[src/rtl/qbus_pkg.sv]
// Shared QBUS arbiter definitions: FSM state encodings, default sizing, index helper.
package qbus_pkg;

    localparam int unsigned NDEV_DEFAULT = 4;
    localparam int unsigned TMO_DEFAULT  = 64;
    localparam int unsigned IDX_W        = 3;

    typedef enum logic [2:0] {
        ST_IDLE  = 3'd0,
        ST_ARB   = 3'd1,
        ST_GRANT = 3'd2,
        ST_OWN   = 3'd3,
        ST_REL   = 3'd4
    } qbus_state_t;

    // Next device index, wrapping at n.
    function automatic logic [IDX_W-1:0] idx_inc(input logic [IDX_W-1:0] idx,
                                                 input int unsigned n);
        return (32'(idx) + 1 >= n) ? '0 : idx + 1'b1;
    endfunction

endpackage

[src/rtl/rr_pick.sv]
// Combinational round-robin picker: first set req at or above rr, wrapping modulo NDEV.
module rr_pick
    import qbus_pkg::*;
#(
    parameter int unsigned NDEV = NDEV_DEFAULT
) (
    input  logic [NDEV-1:0]  req,
    input  logic [IDX_W-1:0] rr,
    output logic [IDX_W-1:0] winner
);

    logic [7:0]       req_ext;
    logic [IDX_W-1:0] idx;
    logic             found;

    assign req_ext = 8'(req);

    always_comb begin
        winner = rr;
        found  = 1'b0;
        idx    = '0;
        for (int unsigned i = 0; i < NDEV; i++) begin
            idx = IDX_W'((32'(rr) + i) % NDEV);
            if (!found && req_ext[idx]) begin
                winner = idx;
                found  = 1'b1;
            end
        end
    end

endmodule

[src/rtl/qbus_dma_arb.sv]
// QBUS DMA arbiter: collects device requests, negotiates DMR/DMGO/SACK with the CPU
// and hands bus mastership to one device at a time in round-robin order.
module qbus_dma_arb
    import qbus_pkg::*;
#(
    parameter int unsigned NDEV = NDEV_DEFAULT,
    parameter int unsigned TMO  = TMO_DEFAULT
) (
    input  logic             pin_clk,
    input  logic             pin_rst,
    input  logic [NDEV-1:0]  req,
    input  logic [NDEV-1:0]  sack,
    output logic [NDEV-1:0]  gnt,
    output logic             pin_dmr_n,
    input  logic             pin_dmgo_n,
    output logic             pin_sack_n,
    input  logic             pin_sync_n,
    input  logic             pin_rply_n,
    output logic [IDX_W-1:0] owner,
    output logic             busy,
    output logic             tmo
);

    qbus_state_t      state, state_nx;
    logic [IDX_W-1:0] rr;
    logic [IDX_W-1:0] winner;
    logic [7:0]       cnt;
    logic [7:0]       sack_ext;
    logic             sack_own;
    logic             tmo_hit;

    rr_pick #(.NDEV(NDEV)) u_pick (
        .req    (req),
        .rr     (rr),
        .winner (winner)
    );

    // Only the acknowledge of the current owner is ever looked at.
    assign sack_ext = 8'(sack);
    assign sack_own = sack_ext[owner];
    assign tmo_hit  = (state == ST_GRANT) && !sack_own && (cnt == 8'(TMO - 1));

    always_ff @(posedge pin_clk) begin
        if (pin_rst) begin
            state <= ST_IDLE;
            owner <= '0;
            rr    <= '0;
            cnt   <= '0;
        end else begin
            state <= state_nx;
            if (state == ST_ARB && state_nx == ST_GRANT) begin
                owner <= winner;
                cnt   <= '0;
            end else if (state == ST_GRANT) begin
                cnt <= cnt + 8'd1;
            end
            if (state == ST_REL) begin
                rr <= idx_inc(owner, NDEV);
            end
        end
    end

    always_comb begin
        state_nx = state;
        unique case (state)
            ST_IDLE: begin
                if (|req) state_nx = ST_ARB;
            end
            ST_ARB: begin
                if (!(|req))          state_nx = ST_IDLE;
                else if (!pin_dmgo_n) state_nx = ST_GRANT;
            end
            ST_GRANT: begin
                if (sack_own)        state_nx = ST_OWN;
                else if (tmo_hit)    state_nx = ST_REL;
                else if (pin_dmgo_n) state_nx = ST_IDLE;
            end
            ST_OWN: begin
                if (!sack_own && pin_sync_n && pin_rply_n) state_nx = ST_REL;
            end
            ST_REL:  state_nx = ST_IDLE;
            default: state_nx = ST_IDLE;
        endcase
    end

    // Outputs decode directly from state so reset releases the bus on the next clock.
    always_comb begin
        gnt        = '0;
        pin_dmr_n  = !((state == ST_ARB) || (state == ST_GRANT));
        pin_sack_n = (state != ST_OWN);
        busy       = (state != ST_IDLE);
        tmo        = tmo_hit;
        for (int unsigned i = 0; i < NDEV; i++) begin
            gnt[i] = (state == ST_GRANT) && (owner == IDX_W'(i));
        end
    end

endmodule

[config.mk]
export PLATFORM = sky130hd
export DESIGN_NAME = qbus_dma_arb
export DESIGN_NICKNAME = d
export VERILOG_FILES = /design/src/rtl/qbus_pkg.sv /design/src/rtl/rr_pick.sv /design/src/rtl/qbus_dma_arb.sv
export SDC_FILE = /design/constraint.sdc
export NUM_CORES = 1
export LEC_CHECK = 0
export ABC_AREA = 1
export BUFFER_PORTS_ARGS = -buffer_cell sky130_fd_sc_hd__buf_4
export CAP_MARGIN = 20
export CORE_MARGIN = 1
export CORE_UTILIZATION = 45
export DETAILED_ROUTE_END_ITERATION = 6
export PLACE_DENSITY = 0.67
export SYNTH_ARGS = -nofsm -noshare
export SYNTH_HDL_FRONTEND = slang
export SYNTH_HIERARCHICAL = 1
export SYNTH_SLANG_ARGS = --single-unit
[constraint.sdc]
create_clock -name pin_clk -period 1.39 [get_ports pin_clk]
set_input_delay 0.139 -clock pin_clk [delete_from_list [all_inputs] [get_ports pin_clk]]
set_output_delay 0.139 -clock pin_clk [all_outputs]
set_load 0.01 [all_outputs]
==> flow_metrics.env <==
export IMPL_status="finished, violations left"
export IMPL_violations="negative setup slack"
export IMPL_avgSynthCellArea_um2=6.26
export IMPL_worstMarginPinSlew_ns=0.553
export IMPL_cts_root_buf="clkbuf_4"
export IMPL_drt_antenna_violating_nets=0
export IMPL_timing_slew_headroom=0.629
export IMPL_viasPerCell=5.05
export IMPL_synth_top_family_by_area="simple AND/OR/NAND/NOR gates"
export IMPL_placed_cell_area_um2=1520
export IMPL_hold_end="state[2]$_SDFF_PP0_"
export IMPL_drv_cap=0
export IMPL_synth_seq_cells=17
export IMPL_cts_max_path_buffers=2
export IMPL_drive_gt1_frac=0.504
export IMPL_yosys_top_cells_area="dfxtp_1 27%, nand2_1 20%, inv_1 7.9%"
export IMPL_htree_levels=1
export IMPL_synth_top_cell_area_share=0.267
export IMPL_end_kind="output pin"
export IMPL_timing_rr_end="owner[1]$_SDFFE_PP0P_"
export IMPL_grt_pass1_vias=1268
export IMPL_die_area_um2=3050
export IMPL_period_needed_ns=1.50
export IMPL_hold_viol_final=0
export IMPL_dr_first_iter_drc_count=53
export IMPL_syn2layout_area_growth_pct=51.0
export IMPL_grt_pass1_wl_mm=5.31
export IMPL_fillers=205
export IMPL_yosys_area_share_xor_xnor=0.0343
export IMPL_stdcell_area_um2=1930
export IMPL_yosysSeqAreaShare=0.267
export IMPL_cp_max_fo=2
export IMPL_yosysMostFrequentCell="nand2_1"
export IMPL_crit_path_start="cnt[0]$_SDFFE_PP0P_"
export IMPL_worstHoldPathType="in -> reg"
export IMPL_syn_num_nets=223
export IMPL_synth_edf_count=0
export IMPL_via_count=1415
export IMPL_fmax_mhz=665
export IMPL_yosys_top_cells_count="69 x nand2_1, 27 x inv_1, 19 x nand3_1"
export IMPL_top_level_ports=24
export IMPL_firstDrtPassIters=5
export IMPL_yosysTopAreaCell="dfxtp_1"
export IMPL_worstReg2RegStart="rr[0]$_SDFFE_PP0N_"
export IMPL_core_um2=2570
export IMPL_cts_buffers_inserted=3
export IMPL_final_max_slew_violation_count=0
export IMPL_pwr_density_cell_nw_per_um2=611
export IMPL_synth_main_ff_cell="dfxtp_1"
export IMPL_finalCritPeriodShare=1.08
export IMPL_die_x_um=55.3
export IMPL_grt_overflow_total=0
export IMPL_async_flop_share=0
export IMPL_skew_ns=0.00188
export IMPL_worstHoldPathCells=5
export IMPL_vdd_drop_max_uv=527
export IMPL_worst_r2r_setup_slack_ns=-0.05
export IMPL_start_util=0.497
export IMPL_nets=270
export IMPL_required_ns=1.25
export IMPL_synth_area_mux_share=0
export IMPL_die_y_um=55.3
export IMPL_syn_area_um2=1280
export IMPL_synth_adder_area_share=0.0588
export IMPL_remaining_drc_errors=0
export IMPL_clk_pin_slew_worst_paths_ns=0.10
export IMPL_hold_path_startpoint="pin_sync_n"
export IMPL_worst_slack_ns=-0.113
export IMPL_num_rows=18
export IMPL_setup_viol=4
export IMPL_critPathLaunchType="flip-flop"
export IMPL_cts_tree="built"
export IMPL_rsz0062_at_grt="true"
export IMPL_antenna_cells=0
export IMPL_numClockSinks=17
export IMPL_synth_warnings=6
export IMPL_ys_types=25
export IMPL_clk_insertion_delay_late_ns=0.30
export IMPL_dp_hpwl_mm=2.16
export IMPL_synthCells=204
export IMPL_avgRoutedWirePerCell_um=12.4
export IMPL_drt_total_wl_mm=3.47
export IMPL_path_class="reg -> out"
export IMPL_reg2reg_depth=12
export IMPL_io_buffers=23
export IMPL_grt_max_degree=11
export IMPL_grtUsageTotal=0.213
export IMPL_gp_congestion=0.869
export IMPL_antenna_found_initial=0
export IMPL_yosys_area_share_simple=0.447
export IMPL_critPathArrivalTime_ns=1.36
export IMPL_power_total_mw=1.18
export IMPL_p_leak_nw=0.938
export IMPL_synth_compound_area_frac=0.0725
## logic make-up after synthesis
| logic type | after synthesis |
|---|---|
| compound gates | 17 |
| flops | 17 |
| simple gates | 123 |
| fa+ha+maj | 6 |
| xor+xnor | 5 |
| buf+inv | 36 |
## area by class of cell
cell class	count	area [um^2]	share of cell area
inverter	33	141	0.0734
multi-input combinational	151	996	0.517
timing repair buffer	45	363	0.188
sequential	17	363	0.188
tap	30	37.5	0.0195
clock buffer	4	26.3	0.0136
## layer usage
layer / global-route usage / routed length [um] / up-vias
met5: 0 / 0 / -
met4: 0.0571 / 33 / 0
met3: 0.0468 / 131 / 5
met2: 0.372 / 1840 / 34
met1: 0.263 / 1470 / 650
li1: - / - / 726
## worst max-delay path, cell delays in order, from the launching register on
cell and delay, ns:
dfxtp_2 0.37, ha_4 0.15, inv_2 0.04, nor2_1 0.08, nand3_1 0.11, inv_1 0.09, nand3_2 0.08, inv_2 0.06
buf_6 0.09
## cell usage in the layout (no fill, tap or decap), drive strengths merged
cell / instances
nor3: 4
dlygate4sd3: 1
nand3: 20
xor2: 4
a21oi: 10
nand2: 77
xnor2: 1
inv: 33
nand4: 2
nor2: 18
dfxtp: 17
o21ai: 6
ha: 6
buf: 44
clkbuf: 4
or2: 2
a211oi: 1
## state kept, by name (all words and copies together) (netlist names)
name	count
cnt	8
state	3
rr	3
owner	3
## per-stage QoR
stage          cells  setup slack [ns]   util  hold slack [ns]  setup TNS, ns
2_1_floorplan    204            0.0357      -            0.208              0
3_3_place_gp     262           -0.0746  0.591            0.311         -0.189
3_5_place_dp     262            -0.118  0.591            0.309         -0.276
4_1_cts          275           -0.0833  0.669            0.187        -0.0893
5_1_grt          280            -0.216  0.750            0.216         -0.858
6_report         280            -0.113  0.750            0.181         -0.240
## how the worst max path moves through the flow
stage	slack [ns]	cells after the start	endpoint
after floorplan	0.04	12	owner[1]$_SDFFE_PP0P_
after global placement	-0.07	12	owner[1]$_SDFFE_PP0P_
after detailed placement	-0.12	12	owner[1]$_SDFFE_PP0P_
after CTS	-0.08	8	tmo
after global routing	-0.22	8	tmo
final	-0.11	8	tmo
## repair_timing
action,4_1_cts,5_1_grt
setup endpoints to repair,8,12
pin swaps,8,37
resized for setup,35,54
hold buffers,1,0
hold endpoints to repair,1,0
buffers inserted,8,6
## report_power, final
part           leakage (nW)  internal [mW]  switching [mW]
clock                0.0150          0.112           0.163
sequential            0.143          0.501          0.0256
combinational         0.780          0.170           0.207
total                 0.938          0.783           0.396
Note: power is estimated with default switching activity, not from simulation.
